--- src/rtl/hawk_att_lkup_fetch.sv ---
// ATT lookup fetch: turns an hppa lookup into one 64B AXI read of the ATT, decodes the 64-bit entry, returns a translation.
// Latency: accept at cycle 0, arvalid at 1, rready at 2, trnsl_valid at 3 when every handshake is ready immediately.
// Backpressure: one lookup in flight; lkup_req_ready is low until trnsl_valid&&trnsl_ready, and AR/trnsl outputs hold while stalled.
module hawk_att_lkup_fetch #(
  parameter logic [47:0] ATT_START = 48'h0000_0010_0000,
  parameter logic [47:0] HPPA_BASE = 48'h0001_0000_0000
) (
  input  logic         clk_i,
  input  logic         rst_i,
  // lookup request
  input  logic         lkup_req_valid,
  output logic         lkup_req_ready,
  input  logic [35:0]  lkup_req_hppa,
  input  logic         lkup_req_zeroBlkWr,
  // AXI read address
  output logic [47:0]  araddr,
  output logic [7:0]   arlen,
  output logic [2:0]   arsize,
  output logic [1:0]   arburst,
  output logic         arvalid,
  input  logic         arready,
  // AXI read data
  input  logic [511:0] rdata,
  input  logic [1:0]   rresp,
  input  logic         rlast,
  input  logic         rvalid,
  output logic         rready,
  // translation response
  output logic         trnsl_valid,
  input  logic         trnsl_ready,
  output logic [47:0]  trnsl_ppa,
  output logic [3:0]   trnsl_sts,
  output logic [7:0]   trnsl_zpd_cnt,
  output logic         trnsl_zpd_update,
  output logic         trnsl_err
);

  typedef enum logic [1:0] {S_IDLE, S_ARREQ, S_RWAIT, S_RSP} state_t;

  state_t       r_state;
  state_t       w_nxt;

  logic         r_req_rdy;
  logic         r_arvalid;
  logic         r_rready;
  logic         r_tvalid;
  logic [47:0]  r_araddr;
  logic [2:0]   r_slot;
  logic         r_zbw;
  logic [47:0]  r_ppa;
  logic [3:0]   r_sts;
  logic [7:0]   r_zc;
  logic         r_upd;
  logic         r_err;

  logic         w_req_hs;
  logic         w_ar_hs;
  logic         w_r_hs;
  logic         w_t_hs;
  logic [35:0]  w_id;
  logic [47:0]  w_addr;
  logic [8:0]   w_bit;
  logic [7:0]   w_zpd;
  logic [47:0]  w_way;
  logic [3:0]   w_sts;
  logic         w_err;
  logic [7:0]   w_zc;
  logic         w_upd;

  assign w_req_hs = lkup_req_valid && r_req_rdy;
  assign w_ar_hs  = r_arvalid && arready;
  assign w_r_hs   = rvalid && r_rready;
  assign w_t_hs   = r_tvalid && trnsl_ready;

  // Entry id = ({hppa,12'b0} - HPPA_BASE) >> 12, done in the 36-bit page domain;
  // a non-zero low 12 bits of the base borrows one page.
  assign w_id   = lkup_req_hppa - HPPA_BASE[47:12] - {35'b0, |HPPA_BASE[11:0]};
  // Eight 8-byte entries per 64-byte line.
  assign w_addr = ATT_START + (({12'b0, w_id} >> 3) << 6);

  // Entry fields picked straight out of the beat by slot; reserved bits [63:60] are never read.
  assign w_bit  = {r_slot, 6'b0};
  assign w_zpd  = rdata[w_bit +: 8];
  assign w_way  = rdata[w_bit + 9'd8 +: 48];
  assign w_sts  = rdata[w_bit + 9'd56 +: 4];
  assign w_err  = (rresp != 2'b00) || !rlast;

  // Zero-page counter update rule (increment saturates at 8'hFF).
  always_comb begin
    w_zc  = w_zpd;
    w_upd = 1'b0;
    if (r_zbw) begin
      w_zc  = (w_zpd == 8'hFF) ? 8'hFF : w_zpd + 8'd1;
      w_upd = 1'b1;
    end else if (w_zpd != 8'h00) begin
      w_zc  = 8'h00;
      w_upd = 1'b1;
    end
  end

  // State register.
  always_ff @(posedge clk_i or posedge rst_i) begin
    if (rst_i) r_state <= S_IDLE;
    else       r_state <= w_nxt;
  end

  // Next-state logic: each state leaves only on its own handshake.
  always_comb begin
    w_nxt = r_state;
    case (r_state)
      S_IDLE:  if (w_req_hs) w_nxt = S_ARREQ;
      S_ARREQ: if (w_ar_hs)  w_nxt = S_RWAIT;
      S_RWAIT: if (w_r_hs)   w_nxt = S_RSP;
      S_RSP:   if (w_t_hs)   w_nxt = S_IDLE;
      default: w_nxt = S_IDLE;
    endcase
  end

  // Registered outputs: handshake strobes follow the next state, payloads load on their handshake.
  always_ff @(posedge clk_i or posedge rst_i) begin
    if (rst_i) begin
      r_req_rdy <= 1'b0;
      r_arvalid <= 1'b0;
      r_rready  <= 1'b0;
      r_tvalid  <= 1'b0;
      r_araddr  <= '0;
      r_slot    <= '0;
      r_zbw     <= 1'b0;
      r_ppa     <= '0;
      r_sts     <= '0;
      r_zc      <= '0;
      r_upd     <= 1'b0;
      r_err     <= 1'b0;
    end else begin
      r_req_rdy <= (w_nxt == S_IDLE);
      r_arvalid <= (w_nxt == S_ARREQ);
      r_rready  <= (w_nxt == S_RWAIT);
      r_tvalid  <= (w_nxt == S_RSP);
      if (w_req_hs) begin
        r_araddr <= w_addr;
        r_slot   <= lkup_req_hppa[2:0];
        r_zbw    <= lkup_req_zeroBlkWr;
      end
      if (w_r_hs) begin
        r_err <= w_err;
        r_ppa <= w_err ? 48'h0 : w_way;
        r_sts <= w_err ? 4'h0  : w_sts;
        r_zc  <= w_err ? 8'h0  : w_zc;
        r_upd <= w_err ? 1'b0  : w_upd;
      end
    end
  end

  assign lkup_req_ready   = r_req_rdy;
  assign araddr           = r_araddr;
  assign arlen            = 8'd0;
  assign arsize           = 3'b110;
  assign arburst          = 2'b01;
  assign arvalid          = r_arvalid;
  assign rready           = r_rready;
  assign trnsl_valid      = r_tvalid;
  assign trnsl_ppa        = r_ppa;
  assign trnsl_sts        = r_sts;
  assign trnsl_zpd_cnt    = r_zc;
  assign trnsl_zpd_update = r_upd;
  assign trnsl_err        = r_err;

endmodule
--- config.mk ---
export PLATFORM = sky130hd
export DESIGN_NAME = hawk_att_lkup_fetch
export DESIGN_NICKNAME = d
export VERILOG_FILES = /design/src/rtl/hawk_att_lkup_fetch.sv
export SDC_FILE = /design/constraint.sdc
export NUM_CORES = 1
export LEC_CHECK = 0
export ABC_AREA = 1
export ABC_CLOCK_PERIOD_IN_PS = 6400
export BUFFER_PORTS_ARGS = -buffer_cell sky130_fd_sc_hd__buf_2
export CAP_MARGIN = 20
export CORE_AREA = 2 2 268 270
export DETAILED_ROUTE_END_ITERATION = 7
export DIE_AREA = 0 0 270 272
export PLACE_DENSITY = 0.31
export SETUP_SLACK_MARGIN = 0.1
export SYNTH_ARGS = -nofsm -noshare
export SYNTH_HDL_FRONTEND = slang
export SYNTH_SLANG_ARGS = --single-unit
export TNS_END_PERCENT = 50
--- constraint.sdc ---
create_clock -name clk_i -period 6.4 [get_ports clk_i]
set_input_delay 1.28 -clock clk_i [delete_from_list [all_inputs] [get_ports clk_i]]
set_output_delay 1.28 -clock clk_i [all_outputs]
set_load 0.01 [all_outputs]
; ---- Word level (Yosys, flattened, before mapping)
; Cells that the tools add are included.
[word_totals]
reg_bits = 120
inputBits = 558
output_inout_bits = 127
elab_cells = 52
[classes]
reduce_logical = 10
n_eq_ne = 7
shift = 3
muxes = 14
addsub = 5
[ops]
columns = operator, count
row1 = 512-bit by 10-bit variable part select with 4-bit output, 1
row2 = 512-bit by 10-bit variable part select with 48-bit output, 1
row3 = 512-bit by 10-bit variable part select with 8-bit output, 1
row4 = 48-bit two-way mux, 1
row5 = "21-bit by 39-bit adder with 40-bit output, first input constant", 1
row6 = "36-bit by 21-bit subtractor with 36-bit output, second input constant", 1
row7 = 8-bit two-way mux, 4
row8 = "9-bit by 4-bit adder with 9-bit output, second input constant", 1
row9 = "9-bit by 6-bit adder with 9-bit output, second input constant", 1
row10 = "8-bit by 1-bit adder with 8-bit output, second input constant", 1
row11 = "2-bit == test, second input constant", 4
row12 = "8-bit == test, second input constant", 1
row13 = 2-bit two-way mux, 4
row14 = 2-bit case mux with 4 select lines, 1
row15 = 8-bit nonzero test, 1
row16 = "2-bit by 1-bit == test with 1-bit output, second input constant", 2
row17 = 1-bit logical AND, 4
row18 = 2-bit zero test, 2
row19 = 4-bit two-way mux, 1
row20 = 1-bit two-way mux, 3
row21 = 2-bit nonzero test, 1
row22 = 1-bit zero test, 1
row23 = 1-bit logical OR, 1

; ---- Longest topological paths before layout
; Gate-level depths: netlist (run 1).
[depth]
ltp_word = 5
depth_mapped = 17
mapped_depth_nobuf = 16

; ---- Worst setup path after synthesis (run 1)
; Ideal clock, no wire load.
[synth_timing]
kind = input port to flip-flop
from = in lkup_req_hppa[20]
to = reg r_araddr[38], in the netlist araddr[38]
path_stages = 13
arrival_ns = 2.594
slack_ns = 3.689
path_buffers = 0
setup_ns = 0.117
t_required_ns = 6.283
path_cell_list = inv_2 > ha_1 > inv_1 > nand2_1 > nand2_1 > nor2_4 > nand3_2 > nor2_4 > nand2_4 > nor2_8 > nand4_1 > nand3_1 > nand2_1
[synth_via]
elab_chain_len = 2
[synth_lines]
columns = item, line_no
row1 = start: declaration, 13  ; input logic [35:0] lkup_req_hppa,
row2 = 36-bit by 21-bit subtractor with 36-bit output, 77  ; assign w_id = lkup_req_hppa - HPPA_BASE[47:12] - {35'b0, |HPPA_BASE[11:0]};
row3 = 21-bit by 39-bit adder with 40-bit output, 79  ; assign w_addr = ATT_START + (({12'b0, w_id} >> 3) << 6);
row4 = end signal: assignment, 140  ; r_araddr <= w_addr;
row5 = end: declaration, 47  ; logic [47:0] r_araddr;
; No other way between the ends.
; A chain may end at the register's enable or synchronous reset.

; ---- Worst setup path after layout (run 1)
[layout_timing]
from = reg r_slot[0]
to = reg r_ppa[38], in the netlist trnsl_ppa[38]
[layout_via]
elab_chain_len = 3
[layout_lines]
columns = item, line_no
row1 = start: declaration, 48  ; logic [2:0] r_slot;
row2 = start signal: assignment, 141  ; r_slot <= lkup_req_hppa[2:0];
row3 = 9-bit by 4-bit adder with 9-bit output, 84  ; assign w_way = rdata[w_bit + 9'd8 +: 48];
row4 = 512-bit by 10-bit variable part select with 48-bit output, 84
row5 = 48-bit two-way mux, 146  ; r_ppa <= w_err ? 48'h0 : w_way;
row6 = end signal: assignment, 146
row7 = end: declaration, 50  ; logic [47:0] r_ppa;
; No other way between the ends.

==> metrics.csv, run 1 <==
stage;metric;value;unit
run_status;outcome;finished clean;
power;Leak;6.75;nW
yosys;number of synthesized register bits;106;
timing;Setup Skew;0.0144;ns
timing;period utilization;51.3;%
finish;Final nets;2539;
clocking;CTS tree;yes;
finish;fin cells;2938;
clocking;setup bufs post-CTS;0;
floorplanning;Ports;685;
run;max-capacitance violation count;0;
place;Place WS;3.07;ns
yosys;sequential fraction of the synthesis area;29.2;%
timing;Max Fclk;305;MHz
timing;min Tclk post-route;3.28;ns
worst_setup_path;cell family with most CP delay;compound AO/OA/AOI/OAI gates;
global_route;grt met3 use;3.99;%
floorplanning;FP Rows;98;
detailed_routing;Vias/cell;4.18;
floorplanning;Die H;272;um
yosys;Synth Flop Type;dfrtp_1;
global_route;global-route wire length before repair;81300;um
worst_setup_path;CP cell instances;inv_6 > buf_12 > o21ai_0 > o221ai_1 > o211ai_1 > nand2_1;
worst_setup_path;Max stage delay cell, worst path;o221ai_1;
finish;layout cells sized above 1;34.8;%
timing;max-slew violations;0;
clocking;hold buffer count at cts;0;
place;port bufs;625;
global_route;initial antenna violation count;16;
clocking;cts repair resizes;0;
timing;endpoints failing hold;0;
global_route;GR Util met2;26.0;%
clocking;CTS buffer count;9;
timing;normalized max-slew margin;31.7;%
global_route;largest net degree at the start of global routing;139;
finish;commonest cells after routing, fill and taps aside;buf_2 (625), nand2_1 (322), nor2_1 (313), o21ai_0 (226), dfrtp_1 (104);
worst_setup_path;CP Data Required Time;6.72;ns
yosys;Mapped Avg Cell Area;6.31;um^2
finish;synth-to-layout area growth;45.5;%
global_route;vias in the first global route;11900;
place;Final HPWL DP;44300;um
detailed_routing;Avg WL per Cell;19.5;um
clocking;clock tree sinks;106;
detailed_routing;vias after detailed routing;12300;
clocking;CTS H-tree depth;3;
clocking;Clock Latency Late Sink;0.39;ns
clocking;Max Buffers Root-to-Sink;2;
timing;Setup TNS;0;ns
worst_setup_path;worst path buffer plus inverter count;2;
floorplanning;die width;270;um
worst_setup_path;CP Capture Type;flop;
yosys;Synth Warn #;0;
timing;# setup viols final;0;
floorplanning;initial core utilization;12.9;%
place;gp weighted congestion;0.962;
detailed_routing;WL final;57200;um
clocking;CTS root buffer;clkbuf_16;
hold_path;Hold Path Class;reg -> reg;
global_route;M1 GR Usage;17.8;%
timing;RSZ-0062 raised after global routing;false;
power;peak supply drop;202;uV
global_route;global route hottest layer;met2;
floorplanning;core area;70800;um^2
timing;final setup margin;3.12;ns
global_route;GRT Overall Usage;14.8;%
yosys;Synth cell types;37;
timing;Slew @ Worst Pin;1.02;ns
clocking;register clock-pin slew on the reported worst setup and hold paths;0.09;ns
worst_setup_path;nature of the critical path startpoint;flop;
detailed_routing;TritonRoute pass-1 iters;5;
worst_setup_path;worst-path maximum fanout;138;
place;placed insts;2916;
floorplanning;Die ar.;73400;um^2
detailed_routing;drc violations;0;
power;PD cells;371;nW/um^2
worst_setup_path;crit-path max cell delay;0.65;ns
finish;commonest non-fill, non-tap cell in the layout;buf_2;
detailed_routing;number of DRC markers in iteration 0;676;
worst_setup_path;type of the worst setup path;reg -> reg;
yosys;ys async rst share;100;%
yosys;Synth Cell Area;9100;um^2
worst_setup_path;Arrival @ worst endpoint;3.60;ns
yosys;Gate Count Post-Synth;1442;
global_route;total grt overflow;0;
yosys;number of synthesized flops with an enable pin;0;
detailed_routing;post-route antenna net violation count;0;
## logic make-up (layout without fill, tap and decap cells)
family          count (synthesis)  in the layout  share of synthesized area, %
compound gates                433            433                          28.3
flops                         106            106                          29.2
buf+inv                       180            695                          9.74
other cells                     2             33                        0.0825
xor+xnor                        6              6                         0.578
simple gates                  711            711                          31.6
fa+ha+maj                       4              4                         0.550
## metal layers
layer  vias to the layer above  part of all wire (%)  wire length (um)
met1                      5782                    41             23200
met5                         -                  0.15                88
li1                       5939                     -                 -
met3                        57                   7.6              4340
met2                       496                    50             28400
met4                        14                   2.0              1140
## sequential cells by signal, summed over array words and instances, names as in the netlist, 2 cells and up
name	flops
r_slot	3
trnsl_ppa	48
r_state	2
trnsl_zpd_cnt	8
trnsl_sts	4
araddr	34
## synthesized netlist by cell type (5+ instances only)
library cell	instances	area, um^2
clkbuf_1	72	270
nand3b_1	5	37.5
nor2_1	313	1170
o211ai_1	53	398
o21ai_0	226	1130
buf_2	23	115
dfrtp_1	106	2650
o21ai_1	38	190
nor2_2	6	37.5
buf_6	7	78.8
o221ai_1	52	455
a21oi_1	6	30.0
nand2_2	9	56.3
o22ai_1	52	325
nand3_1	34	170
inv_1	34	128
buf_4	33	248
nand4_1	8	50.1
nand2_1	323	1210
nor2_4	5	56.3
## metrics by stage
stage	util [%]	cell area [um^2]	hold WS, ns	total power (W)
6_report	18.7	13200	0.478	0.00491
4_1_cts	18.7	13200	0.487	0.00504
2_1_floorplan	-	9190	0.515	0.00318
3_5_place_dp	18.3	12900	0.461	0.00437
3_3_place_gp	18.3	12900	0.461	0.00436
5_1_grt	18.7	13200	0.505	0.00541
## report_power, final
group	switching [W]	total (W)	leakage (nW)	internal (W)
combinational	0.00215	0.00317	5.22	0.00101
clock	0.000339	0.000616	0.138	0.000276
sequential	0.000218	0.00113	1.39	0.000910
total	0.00271	0.00491	6.75	0.00220
## tightest hold or removal path, delay by kind of cell (launching register included)
kind             cells  cell delay [ns]
flip-flops           1             0.34
AND/OR/NAND/NOR      2             0.11
## path summary, 6_finish.rpt
| path | from | to | slack, ns | cells after the start |
|---|---|---|---|---|
| max | r_slot[0] | trnsl_ppa[38] | 3.12 | 6 |
| min | trnsl_ppa[16] | trnsl_ppa[16] | 0.48 | 2 |
| max reg2reg | r_slot[0] | trnsl_ppa[38] | 3.12 | 6 |
| min reg2reg | trnsl_ppa[16] | trnsl_ppa[16] | 0.48 | 2 |
| max in group asynchronous | rst_i | trnsl_ppa[20] | 4.15 | 3 |
| min in group asynchronous | rst_i | araddr[14] | 0.98 | 2 |
## area by class of cell
cell class	instances	area (um^2)
clock buffers	9	225
inverters	42	173
flip-flops and latches	106	2660
clock inverters	7	68.8
fillers	8354	57500
diodes	6	15.0
multi-input cells	1181	5660
well taps	950	1190
repair buffers	637	3240
Power figures use the tool's default switching activity.
==> inputs of run 2 (changes only) <==
Settings changed: ABC_CLOCK_PERIOD_IN_PS 6400 to 3200, CORE_AREA 2 2 268 270 to 2 2 269 271, DIE_AREA 0 0 270 272 to 0 0 271 273, PLACE_DENSITY 0.31 to 0.3.
Clock period 6.4 ns to 3.2 ns, I/O delays scaled along.
==> run 2 against run 1 <==
Critical path depth stayed put. Flip-flop and latch count stayed put. Via count is 0.60% lower. Worst setup slack got worse by 2.5 ns. Largest cell class unchanged. Clock skew is 0.0015 ns higher. Global-route usage down 0.087 points. Worst hold slack got worse by 0.14 ns. Count of clock-buffer cells in the layout did not move. Wire length grew 0.26%.
==> metrics.csv, run 2 (synthesis results as in run 1) <==
stage;metric;value;unit
run_status;outcome;finished clean;
detailed_routing;M1 WL;23100;um
clocking;hold buffer count at cts;0;
timing;max-slew violations;0;
run;max-capacitance violation count;0;
detailed_routing;Vias/cell;4.13;
timing;normalized max-slew margin;45.0;%
place;gp weighted congestion;0.999;
timing;period utilization;80.3;%
detailed_routing;TritonRoute pass-1 iters;6;
clocking;CTS tree;yes;
timing;Slew @ Worst Pin;0.825;ns
clocking;CTS root buffer;clkbuf_16;
hold_path;Hold Path Class;in -> async;
place;port bufs;625;
global_route;total grt overflow;0;
floorplanning;die width;271;um
finish;synth-to-layout area growth;48.1;%
power;peak supply drop;401;uV
finish;Final nets;2556;
detailed_routing;vias after detailed routing;12200;
finish;fin cells;2954;
worst_setup_path;type of the worst setup path;reg -> reg;
detailed_routing;DR WL met3;4340;um
global_route;vias in the first global route;12100;
worst_setup_path;nature of the critical path startpoint;flop;
detailed_routing;met2 WL;29100;um
clocking;CTS H-tree depth;3;
floorplanning;Ports;685;
finish;max reg flops;48;
detailed_routing;top sig layer;met5;
detailed_routing;drc violations;0;
floorplanning;Die ar.;74000;um^2
power;Leak;6.88;nW
floorplanning;Die H;273;um
timing;Setup TNS;0;ns
power;PD cells;749;nW/um^2
worst_setup_path;worst-path maximum fanout;63;
timing;# setup viols final;0;
detailed_routing;number of DRC markers in iteration 0;700;
detailed_routing;post-route antenna net violation count;0;
clocking;CTS buffer count;9;
floorplanning;FP Rows;98;
clocking;Clock Latency Late Sink;0.39;ns
global_route;initial antenna violation count;8;
floorplanning;core area;71000;um^2
clocking;setup bufs post-CTS;0;
timing;endpoints failing hold;0;
finish;layout cells sized above 1;35.4;%
clocking;Max Buffers Root-to-Sink;2;
global_route;global-route wire length before repair;81700;um
global_route;largest net degree at the start of global routing;167;
clocking;register clock-pin slew on the reported worst setup and hold paths;0.10;ns
worst_setup_path;CP Data Required Time;3.52;ns
timing;Max Fclk;389;MHz
finish;commonest cells after routing, fill and taps aside;buf_2 (625), nand2_1 (322), nor2_1 (313), o21ai_0 (226), dfrtp_1 (104);
place;Final HPWL DP;45400;um
worst_setup_path;CP Capture Type;flop;
timing;RSZ-0062 raised after global routing;false;
finish;commonest non-fill, non-tap cell in the layout;buf_2;
clocking;cts repair resizes;0;
detailed_routing;Avg WL per Cell;19.4;um
worst_setup_path;Arrival @ worst endpoint;2.89;ns
floorplanning;initial core utilization;12.8;%
clocking;clock tree sinks;106;
timing;min Tclk post-route;2.57;ns
place;placed insts;2933;
timing;Setup Skew;0.0159;ns
global_route;GRT Overall Usage;14.8;%
detailed_routing;WL final;57400;um
## run 2: changes by cell type in the layout (fill, tap and decap cells not counted), sizes merged
cell and change:
clkinv +1, diode -1, clkinvlp -1, buf +17
## run 2: per-stage QoR
stage	instance area [um^2]	setup WS, ns	total power, W	hold WS [ns]	utilization, %
2_1_floorplan	9200	1.13	0.00636	0.515	-
3_3_place_gp	13200	0.656	0.00898	0.460	18.5
3_5_place_dp	13200	0.622	0.00897	0.463	18.5
4_1_cts	13500	0.574	0.0103	0.330	19.0
5_1_grt	13500	0.401	0.0111	0.347	19.0
6_report	13500	0.632	0.0101	0.339	19.0
## run 2: cell type report
| cell class | count | area [um^2] |
|---|---|---|
| Inverter | 42 | 171 |
| Timing Repair Buffer | 654 | 3470 |
| Sequential cell | 106 | 2660 |
| Antenna cell | 5 | 12.5 |
| Tap cell | 950 | 1190 |
| Multi-Input combinational cell | 1181 | 5660 |
| Fill cell | 8377 | 57500 |
| Clock buffer | 9 | 225 |
| Clock inverter | 7 | 86.3 |
## run 2: worst paths after layout
path	from	to	slack (ns)	cells after the start
min in group clk_i	lkup_req_hppa[6]	araddr[9]	0.43	3
worst min-delay path	rst_i	trnsl_ppa[43]	0.34	3
worst min register to register	trnsl_ppa[17]	trnsl_ppa[17]	0.48	2
max in group asynchronous	rst_i	r_slot[0]	2.47	3
worst max-delay path	r_slot[0]	trnsl_ppa[38]	0.63	6
worst max register to register	r_slot[0]	trnsl_ppa[38]	0.63	6
## run 2: worst max-delay path: stages (launching register included)
cell,delay [ns]
dfrtp_4,0.62
inv_6,0.43
buf_12,0.33
o21ai_0,0.13
o221ai_1,0.52
o211ai_1,0.23
nand2_1,0.11
## run 2: where the power goes
| group | total, W | switching [W] | internal, W |
|---|---|---|---|
| logic | 0.00668 | 0.00447 | 0.00221 |
| registers | 0.00215 | 0.000323 | 0.00182 |
| clock network | 0.00126 | 0.000691 | 0.000572 |
| total | 0.0101 | 0.00548 | 0.00461 |
## run 2: per-layer routing
metal | vias up | GRT usage (%)
met5 | - | 0
met4 | 6 | 3.14
met3 | 46 | 4.54
met2 | 469 | 26.6
met1 | 5720 | 17.0
li1 | 5973 | -
